`src/rtl/cache_ctrl.sv`:
```
// cache_ctrl: direct-mapped, write-back, write-allocate cache with its controller FSM.
// Define CACHE_STATS_EN to add saturating hit_cnt/miss_cnt/wb_cnt outputs.
module cache_ctrl #(
    parameter int MEM_ADDR_SIZE = 8,
    parameter int WORD_SIZE_BIT = 32,
    parameter int ADDR_W        = MEM_ADDR_SIZE,
    parameter int DATA_W        = WORD_SIZE_BIT,
    parameter int INDEX_W       = 2,
    parameter int WOFF_W        = 1
) (
    input  logic              clock,
    input  logic              reset,
    input  logic              read,
    input  logic              write,
    input  logic [ADDR_W-1:0] Address,
    input  logic [DATA_W-1:0] Write_Data,
    output logic [DATA_W-1:0] rData,
    output logic              hit,
    output logic              mem_req,
    output logic              mem_we,
    output logic [ADDR_W-1:0] mem_addr,
    output logic [DATA_W-1:0] mem_wdata,
    input  logic              mem_ready,
    input  logic [DATA_W-1:0] mem_rdata
`ifdef CACHE_STATS_EN
    ,
    output logic [15:0]       hit_cnt,
    output logic [15:0]       miss_cnt,
    output logic [15:0]       wb_cnt
`endif
);
    localparam int TAG_W = ADDR_W - INDEX_W - WOFF_W - 2;
    localparam int LINES = 1 << INDEX_W;
    localparam int WORDS = 1 << WOFF_W;

    localparam logic [1:0] S_IDLE      = 2'd0;
    localparam logic [1:0] S_COMPARE   = 2'd1;
    localparam logic [1:0] S_WRITEBACK = 2'd2;
    localparam logic [1:0] S_REFILL    = 2'd3;

    logic [1:0]        r_state;
    logic [ADDR_W-1:0] r_addr;
    logic [DATA_W-1:0] r_wdata;
    logic              r_wr;
    logic              r_refilled;
    logic [WOFF_W-1:0] r_cnt;
    logic [LINES-1:0]  r_valid;
    logic [LINES-1:0]  r_dirty;
    logic [TAG_W-1:0]  r_tag  [LINES];
    logic [DATA_W-1:0] r_data [LINES][WORDS];

    logic [TAG_W-1:0]   w_tag;
    logic [INDEX_W-1:0] w_idx;
    logic [WOFF_W-1:0]  w_woff;
    logic               w_match;
    logic               w_xfer;
    logic               w_last;

    assign w_tag   = r_addr[ADDR_W-1 -: TAG_W];
    assign w_idx   = r_addr[2+WOFF_W +: INDEX_W];
    assign w_woff  = r_addr[2 +: WOFF_W];
    assign w_match = r_valid[w_idx] && (r_tag[w_idx] == w_tag);
    assign w_xfer  = mem_req && mem_ready;
    assign w_last  = (r_cnt == WOFF_W'(WORDS - 1));

    // Outputs decode from state only, so reset silences them immediately.
    always_comb begin
        hit       = 1'b0;
        rData     = '0;
        mem_req   = 1'b0;
        mem_we    = 1'b0;
        mem_addr  = '0;
        mem_wdata = '0;
        case (r_state)
            S_COMPARE: begin
                hit = w_match;
                if (w_match && !r_wr)
                    rData = r_data[w_idx][w_woff];
            end
            S_WRITEBACK: begin
                mem_req   = 1'b1;
                mem_we    = 1'b1;
                mem_addr  = {r_tag[w_idx], w_idx, r_cnt, 2'b00};
                mem_wdata = r_data[w_idx][r_cnt];
            end
            S_REFILL: begin
                mem_req  = 1'b1;
                mem_addr = {w_tag, w_idx, r_cnt, 2'b00};
            end
            default: ;
        endcase
    end

    always_ff @(posedge clock or negedge reset) begin
        if (!reset) begin
            r_state    <= S_IDLE;
            r_addr     <= '0;
            r_wdata    <= '0;
            r_wr       <= 1'b0;
            r_refilled <= 1'b0;
            r_cnt      <= '0;
            r_valid    <= '0;
            r_dirty    <= '0;
        end else begin
            case (r_state)
                S_IDLE: begin
                    if (read || write) begin
                        r_addr     <= Address;
                        r_wdata    <= Write_Data;
                        r_wr       <= write;
                        r_refilled <= 1'b0;
                        r_state    <= S_COMPARE;
                    end
                end
                S_COMPARE: begin
                    if (w_match) begin
                        if (r_wr)
                            r_dirty[w_idx] <= 1'b1;
                        r_state <= S_IDLE;
                    end else begin
                        r_cnt <= '0;
                        if (r_valid[w_idx] && r_dirty[w_idx])
                            r_state <= S_WRITEBACK;
                        else
                            r_state <= S_REFILL;
                    end
                end
                S_WRITEBACK: begin
                    if (w_xfer) begin
                        r_cnt <= r_cnt + WOFF_W'(1);
                        if (w_last) begin
                            r_dirty[w_idx] <= 1'b0;
                            r_state        <= S_REFILL;
                        end
                    end
                end
                default: begin
                    if (w_xfer) begin
                        r_cnt <= r_cnt + WOFF_W'(1);
                        // Line stays invalid until every word has landed.
                        if (w_last) begin
                            r_valid[w_idx] <= 1'b1;
                            r_dirty[w_idx] <= 1'b0;
                            r_refilled     <= 1'b1;
                            r_state        <= S_COMPARE;
                        end else begin
                            r_valid[w_idx] <= 1'b0;
                        end
                    end
                end
            endcase
        end
    end

    always_ff @(posedge clock) begin
        if (r_state == S_COMPARE && w_match && r_wr)
            r_data[w_idx][w_woff] <= r_wdata;
        if (r_state == S_REFILL && w_xfer) begin
            r_data[w_idx][r_cnt] <= mem_rdata;
            if (w_last)
                r_tag[w_idx] <= w_tag;
        end
    end

`ifdef CACHE_STATS_EN
    always_ff @(posedge clock or negedge reset) begin
        if (!reset) begin
            hit_cnt  <= '0;
            miss_cnt <= '0;
            wb_cnt   <= '0;
        end else begin
            if (r_state == S_COMPARE && w_match && !r_refilled
                && hit_cnt != 16'hFFFF)
                hit_cnt <= hit_cnt + 16'd1;
            if (r_state == S_COMPARE && !w_match && miss_cnt != 16'hFFFF)
                miss_cnt <= miss_cnt + 16'd1;
            if (r_state == S_WRITEBACK && w_xfer && w_last
                && wb_cnt != 16'hFFFF)
                wb_cnt <= wb_cnt + 16'd1;
        end
    end
`endif

endmodule

```
`config.mk`:
```
export PLATFORM = sky130hd
export DESIGN_NAME = cache_ctrl
export DESIGN_NICKNAME = d
export VERILOG_FILES = /design/src/rtl/cache_ctrl.sv
export SDC_FILE = /design/constraint.sdc
export NUM_CORES = 1
export LEC_CHECK = 0
export ABC_AREA = 1
export BUFFER_PORTS_ARGS = -buffer_cell sky130_fd_sc_hd__buf_2
export CAP_MARGIN = 40
export CORE_UTILIZATION = 53
export CTS_CLUSTER_SIZE = 20
export DETAILED_ROUTE_END_ITERATION = 6
export PLACE_DENSITY_LB_ADDON = 0.2
export SYNTH_ARGS = -nofsm -noshare
export SYNTH_HDL_FRONTEND = slang
export SYNTH_SLANG_ARGS = --single-unit
```
`constraint.sdc`:
```
create_clock -name clock -period 3.1 [get_ports clock]
set_clock_uncertainty 0.05 [all_clocks]
set_input_delay 0.465 -clock clock [delete_from_list [all_inputs] [get_ports clock]]
set_output_delay 0.465 -clock clock [all_outputs]
set_load 0.02 [all_outputs]
```
==> reports/qor.csv, run 1 <==
stage;metric;value;unit
worst_setup_path;top fanout value on the critical path;34;
timing;Rel. slew slack;44.9;%
timing;period utilization;97.3;%
timing;min cycle time layout;3.02;ns
logic_synthesis;Ys Warns;0;
worst_setup_path;Crit path top cell by count;nand2_1;
worst_setup_path;CP max stage delay;0.45;ns
floorplan;initial core utilization;54.7;%
flow_run;max cap viols;0;
detailed_routing;Vias;9730;
detailed_routing;drt pass-1 iters;5;
cells_and_area;sequential cell area;9300;um^2
cts;H-tree levels;1;
worst_setup_path;crit-path cells;buf_6 > nor2_4 > buf_4 > buf_16 > a22o_1 > a221oi_1 > nand2_1 > nand2_1 > nor2_1 > buf_2;
worst_setup_path;Crit path required time;2.58;ns
cts;maximum clock path buffer count;3;
cts;Clk Latency, worst-skew pair;0.56;ns
placed_design;final RePlAce weighted congestion;0.834;
detailed_routing;drt initial violations;824;
pwr;pwr dens;934;nW/um^2
cts;CTS tree;built;
pwr;worst vdd ir;0.000627;V
placed_design;Port-buffer cells;147;
timing;Worst-Margin Slew;0.820;ns
cts;CTS root buf;clkbuf_16;
grt;vias in the first global route;9458;
floorplan;# IOs;152;
pwr;Pwr Total;15.3;mW
floorplan;die height;161;um
logic_synthesis;area leader, netlist;edfxtp_1;
timing;Pins Over Slew Limit;0;
grt;total gr overflow;0;
timing;Final Hold Fails;0;
pwr;Leak;6.71;nW
detailed_routing;Remaining DRCs;0;
logic_synthesis;register area share after synthesis;69.1;%
placed_design;HPWL Detailed;20.7;mm
logic_synthesis;Most used DFF post-synth;edfxtp_1;
worst_setup_path;critical path arrival;2.50;ns
timing;worst setup margin;0.0846;ns
min_path;Hold Crit Class;in -> reg;
floorplan;Die Wd;161;um
worst_setup_path;CP Capture Type;primary output;
detailed_routing;Antenna Nets Post-Route;0;
worst_setup_path;CP max-delay cell;dfrtp_2;
logic_synthesis;asr flop ratio synth;15.7;%
floorplan;Core Region;24600;um^2
cts;Num Clock Sinks;318;
cells_and_area;FILL cells;1873;
detailed_routing;post-DR vias/cell;5.67;
logic_synthesis;Post-Syn Instances;1198;
floorplan;FP Rows;57;
worst_setup_path;CP top delay family;buffers and inverters;
worst_setup_path;Crit path buffers/inverters;4;
timing;maximum clock rate;332;MHz
timing;RSZ-0062 raised after global routing;yes;
cells_and_area;layout cells sized above 1;23.9;%
cells_and_area;synthesis-to-layout area growth;21.6;%
logic_synthesis;Yosys cell types;31;
logic_synthesis;most instantiated cells after synthesis;432 x nand2_1, 268 x edfxtp_1, 99 x o21ai_0;
placed_design;DP Worst Slack;0.355;ns
grt;antenna violations before repair;0;
logic_synthesis;most common cell in the netlist;nand2_1;
cells_and_area;Final nets;1449;
logic_synthesis;share of the synthesized area in the top cell type;59.8;%
logic_synthesis;most area-consuming cells after synthesis;edfxtp_1 60%, nand2_1 12%, dfrtp_1 9.3%, o21ai_0 3.7%, a221oi_1 3.3%;
status;status;finished, final reports clean;
logic_synthesis;Cell Area, Synth;13500;um^2
grt;largest net degree at the start of global routing;69;
grt;GRT Total Usage;26.1;%
detailed_routing;wire per inst;19.8;um
worst_setup_path;critical path class;reg -> out;
logic_synthesis;Post-synth EDFFs;268;
cells_and_area;# diodes;0;
detailed_routing;final wirelength;33.9;mm
cells_and_area;multi-input combinational cell area;4020;um^2
timing;Fin Setup TNS;0;ns
logic_synthesis;Synth Register Bits;318;
cts;Worst-path clk slew;0.06;ns
grt;first-pass GRT wire length;51.3;mm
worst_setup_path;startpoint type of the worst setup path;flop;
cts;Num CTS Buffers;31;
floorplan;Die ar.;26000;um^2
logic_synthesis;Synth Area per Inst;11.2;um^2
timing;Setup violations, final;0;
==> cell families after synthesis <==
| logic type | Yosys count | share of synthesized area (%) |
|---|---|---|
| buffers and inverters | 127 | 3.90 |
| other | 1 | 0.0279 |
| AOI/OAI and AO/OA | 224 | 11.3 |
| DFF | 318 | 69.1 |
| adders and majority gates | 4 | 0.372 |
| and+or+nand+nor | 524 | 15.3 |
==> where the power goes <==
group / internal, mW / leakage [nW] / switching, mW / total (mW)
registers: 5.70 / 3.07 / 0.333 / 6.03
clock network: 2.13 / 0.494 / 1.56 / 3.70
logic: 1.79 / 3.15 / 3.76 / 5.55
==> layout make-up <==
cell class,instances,area share (%)
Inverter,55,1.34
Clock buffer,38,5.02
Timing Repair Buffer,208,8.60
Sequential cell,318,56.9
Tap cell,324,2.48
Clock inverter,19,1.12
Multi-Input combinational cell,754,24.6
==> worst min-delay path: stages <==
cell and delay [ns]:
buf_2 0.07, nand2_1 0.04, nand2_1 0.04
==> timing repair <==
item	CTS	global route
gates cloned	0	1
resized for setup	18	54
endpoints found under the hold margin	9	0
buffers inserted	2	9
pin swaps	3	6
hold buffers	1	0
endpoints found under the setup margin	55	38
==> metrics by stage <==
step | instance area (um^2) | hold slack [ns] | util [%] | cells
after floorplan | 13500 | 0.119 | - | 1199
after global placement | 14900 | 0.303 | 60.4 | 1645
after CTS | 16000 | 0.0289 | 65.0 | 1706
after global routing | 16400 | 0.0512 | 66.5 | 1716
after detailed placement | 14900 | 0.306 | 60.5 | 1646
final | 16400 | 0.0400 | 66.5 | 1716
==> layout by cell type, fill, tap and decap left out, types with 3 or more instances in the layout <==
cell       count
nand2_1      424
edfxtp_1     268
buf_2        140
o21ai_0       99
inv_1         50
buf_4         49
nor2_1        48
dfrtp_1       47
clkbuf_16     32
a221oi_2      27
nand3_1       22
a221oi_1      22
o22ai_1       20
a22o_1        19
a211oi_2      11
nand4_1       11
nand2_2        9
buf_12         9
a21oi_4        8
a22oi_1        8
clkinv_2       8
buf_6          6
clkbuf_1       5
clkinv_1       4
ha_1           4
a21oi_1        3
nor2_4         3
clkinv_4       3
bufinv_16      3
dfrtp_2        3
==> state kept, by name, summed over array words and instances (netlist names), named ones only <==
register and count:
r_state 2, r_cnt 1, r_data 256, r_wdata 32, r_tag 12, r_addr 6
r_wr 1
==> worst paths after layout <==
check | start | slack [ns] | endpoint | depth (start not counted)
setup / recovery | r_addr[3] | 0.08 | rData[29] | 10
hold / removal | Write_Data[5] | 0.04 | r_wdata[5] | 3
setup reg to reg | r_addr[3] | 0.54 | r_data[2][31] | 13
hold reg to reg | flop | 0.42 | flop | 2
max in group asynchronous | reset | 1.78 | r_addr[3] | 3
min in group asynchronous | reset | 0.26 | r_wdata[22] | 2
==> routing by layer <==
metal / up-vias / global-route usage [%] / share of wire (%)
met5: - / 0 / 0
met2: 397 / 44.6 / 49
met3: 57 / 3.34 / 6.9
li1: 4566 / - / -
met1: 4710 / 35.2 / 42
met4: 0 / 7.80 / 2.2
No activity file was read; power rests on OpenSTA's default activity.
==> inputs of run 2 (changes only) <==
--- a/config.mk
+++ b/config.mk
@@ -8,7 +8,8 @@
 export ABC_AREA = 1
 export BUFFER_PORTS_ARGS = -buffer_cell sky130_fd_sc_hd__buf_2
 export CAP_MARGIN = 40
-export CORE_UTILIZATION = 53
+export CORE_ASPECT_RATIO = 0.9
+export CORE_UTILIZATION = 58
 export CTS_CLUSTER_SIZE = 20
 export DETAILED_ROUTE_END_ITERATION = 6
 export PLACE_DENSITY_LB_ADDON = 0.2
==> constraint.sdc (replaced) <==
create_clock -name clock -period 2.8 [get_ports clock]
set_clock_uncertainty 0.05 [all_clocks]
set_input_delay 0.42 -clock clock [delete_from_list [all_inputs] [get_ports clock]]
set_output_delay 0.42 -clock clock [all_outputs]
set_load 0.02 [all_outputs]
==> reports/qor.csv, run 2 (synthesized netlist as in run 1, its figures left out) <==
stage;metric;value;unit;change
cts;CTS tree;built;;
cts;CTS root buf;clkbuf_16;;
timing;Fin Setup TNS;-4.54;ns;-4.54 ns
pwr;NetSw;6.77;mW;+20%
worst_setup_path;CP top delay family;simple AND/OR/NAND/NOR gates;;
detailed_routing;drt initial violations;963;;+17%
cts;Worst-path clk slew;0.06;ns;about the same
cells_and_area;Final nets;1472;;+1.6%
cells_and_area;FILL cells;1403;;-25%
worst_setup_path;CP max-delay cell;dfrtp_2;;
pwr;Int Pwr;11.0;mW;+14%
floorplan;die height;146;um;-9.2%
status;failing checks;negative setup slack;;
cts;maximum clock path buffer count;3;;unchanged
floorplan;Die ar.;23800;um^2;-8.5%
floorplan;# IOs;152;;unchanged
detailed_routing;wire per inst;21.2;um;+7.3%
worst_setup_path;CP Capture Type;primary output;;
cells_and_area;layout cells sized above 1;26.6;%;+2.7 points
cells_and_area;synthesis-to-layout area growth;27.9;%;
placed_design;DP Worst Slack;0.135;ns;-0.220 ns
detailed_routing;post-DR vias/cell;5.97;;+5.4%
floorplan;FP Rows;52;;-8.8%
worst_setup_path;CP max stage delay;0.44;ns;about the same
grt;total gr overflow;0;;unchanged
pwr;Flop pwr share;37.7;%;-1.8 points
timing;Setup violations, final;35;;+35
detailed_routing;Vias;10234;;+5.2%
floorplan;initial core utilization;59.4;%;+4.7 points
detailed_routing;final wirelength;36.3;mm;+7.1%
worst_setup_path;Crit path buffers/inverters;4;;unchanged
grt;GRT Total Usage;28.9;%;+2.8 points
worst_setup_path;Crit path required time;2.33;ns;-0.25 ns
cts;Clk Latency, worst-skew pair;0.56;ns;about the same
placed_design;HPWL Detailed;20.8;mm;+0.57%
grt;largest net degree at the start of global routing;69;;unchanged
pwr;combinational cell fraction of total power;39.3;%;+3.0 points
worst_setup_path;top fanout value on the critical path;8;;-76%
cells_and_area;Biggest register;r_data;;
placed_design;final RePlAce weighted congestion;0.820;;-1.6%
pwr;switch share;38.1;%;+1.1 points
timing;RSZ-0062 raised after global routing;yes;;
grt;vias in the first global route;9725;;+2.8%
pwr;worst vdd ir;0.000714;V;+14%
worst_setup_path;critical path arrival;2.50;ns;about the same
grt;antenna violations before repair;0;;unchanged
cts;Num CTS Buffers;31;;unchanged
timing;Pins Over Slew Limit;0;;unchanged
timing;min cycle time layout;2.97;ns;
cells_and_area;max reg flops;256;;unchanged
timing;maximum clock rate;337;MHz;
cells_and_area;commonest non-fill, non-tap cells in the layout;421 x nand2_1, 268 x edfxtp_1, 105 x buf_2;;
status;status;finished with violations;;
timing;Worst-Margin Slew;0.739;ns;-0.0809 ns
cts;Num Clock Sinks;318;;unchanged
flow_run;max cap viols;0;;unchanged
pwr;Clock Power Share;22.9;%;-1.3 points
timing;worst setup margin;-0.168;ns;-0.252 ns
worst_setup_path;critical path class;reg -> out;;
timing;Rel. slew slack;50.6;%;+5.6 points
grt;first-pass GRT wire length;52.4;mm;+2.0%
min_path;Hold Crit Class;in -> reg;;
timing;period utilization;106;%;
pwr;pwr dens;1030;nW/um^2;+11%
detailed_routing;Antenna Nets Post-Route;0;;unchanged
pwr;Leak;6.94;nW;+3.4%
floorplan;Die Wd;163;um;+0.75%
cts;H-tree levels;1;;unchanged
detailed_routing;drt pass-1 iters;5;;unchanged
placed_design;Port-buffer cells;147;;unchanged
floorplan;Core Region;22600;um^2;-8.0%
cells_and_area;top flop regs;r_data x256, r_wdata x32, r_tag x12;;
cells_and_area;leading cell type in the layout, fill and taps excluded;nand2_1;;
timing;Final Hold Fails;0;;unchanged
worst_setup_path;crit-path cells;buf_6 > nor2_4 > nand2_2 > nand2_2 > nor2_4 > a21oi_2 > nand2_2 > nor2_8 > nand2_4 > buf_12 > buf_12 > nor2_4 > buf_6;;
worst_setup_path;startpoint type of the worst setup path;flop;;
cells_and_area;# diodes;0;;unchanged
detailed_routing;Remaining DRCs;0;;unchanged
==> run 2: path summary, 6_finish.rpt <==
kind                            slack (ns)            from  cells past startpoint             to
worst max-delay path                 -0.17       r_addr[3]                     13      rData[13]
worst min register to register        0.43            flop                      2           flop
worst min-delay path                 0.009  Write_Data[17]                      3    r_wdata[17]
worst max register to register        0.18       r_addr[3]                     13  r_data[1][12]
min in group asynchronous             0.39           reset                      2    r_wdata[24]
max in group asynchronous             1.57           reset                      3      r_addr[3]
==> run 2: layout make-up <==
| type | instances | area, um^2 | area share (%) |
|---|---|---|---|
| repair buffers | 231 | 1960 | 11.4 |
| clock buffers | 44 | 835 | 4.85 |
| flip-flops and latches | 318 | 9300 | 54.1 |
| well taps | 297 | 372 | 2.16 |
| clock inverters | 14 | 154 | 0.895 |
| multi-input cells | 754 | 4370 | 25.4 |
| inverters | 55 | 214 | 1.24 |
==> run 2: metrics by stage <==
step,instances,power (mW),util (%),hold WS (ns),instance area [um^2]
2_1_floorplan,1199,10.4,-,0.0744,13500
3_3_place_gp,1625,12.2,66.1,0.403,15000
3_5_place_dp,1626,12.4,66.3,0.408,15000
4_1_cts,1705,16.8,73.1,0.000505,16600
5_1_grt,1713,18.6,76.0,0.0101,17200
6_report,1713,17.8,76.0,0.00933,17200
==> run 2: routing by layer <==
metal	wire, um	GRT usage (%)	share of wire, %	up-vias
li1	-	-	-	4617
met4	1060	8.18	2.9	0
met1	13900	39.5	38	4974
met5	0	0	0	-
met2	18000	48.1	50	555
met3	3310	4.66	9.1	88
==> run 2: power by group through the flow <==
stage / clock (mW) / sequential, mW / combinational [mW]
after floorplan: 0 / 6.63 / 3.80
after global placement: 0 / 6.71 / 5.45
after detailed placement: 0 / 6.74 / 5.64
after CTS: 4.09 / 6.66 / 6.05
after global routing: 4.27 / 6.75 / 7.56
final: 4.07 / 6.70 / 6.99
==> run 2: worst register-to-register path: stages (launching register included) <==
cell     delay (ns)
dfrtp_2        0.44
buf_6          0.15
nor2_4         0.16
nand2_2        0.07
nand2_2        0.09
nor2_4         0.05
a21oi_2        0.12
nand2_2        0.10
nor2_8         0.11
buf_4          0.15
nand4_1        0.10
buf_4          0.21
a21oi_4        0.17
buf_4          0.31
==> run 2: what timing repair did <==
action	4_1_cts	5_1_grt
cloned	0	4
buffers inserted	5	4
setup endpoints to repair	63	63
pin swaps	5	24
endpoints found under the hold margin	37	0
hold buffers	16	0
resized for setup	94	117
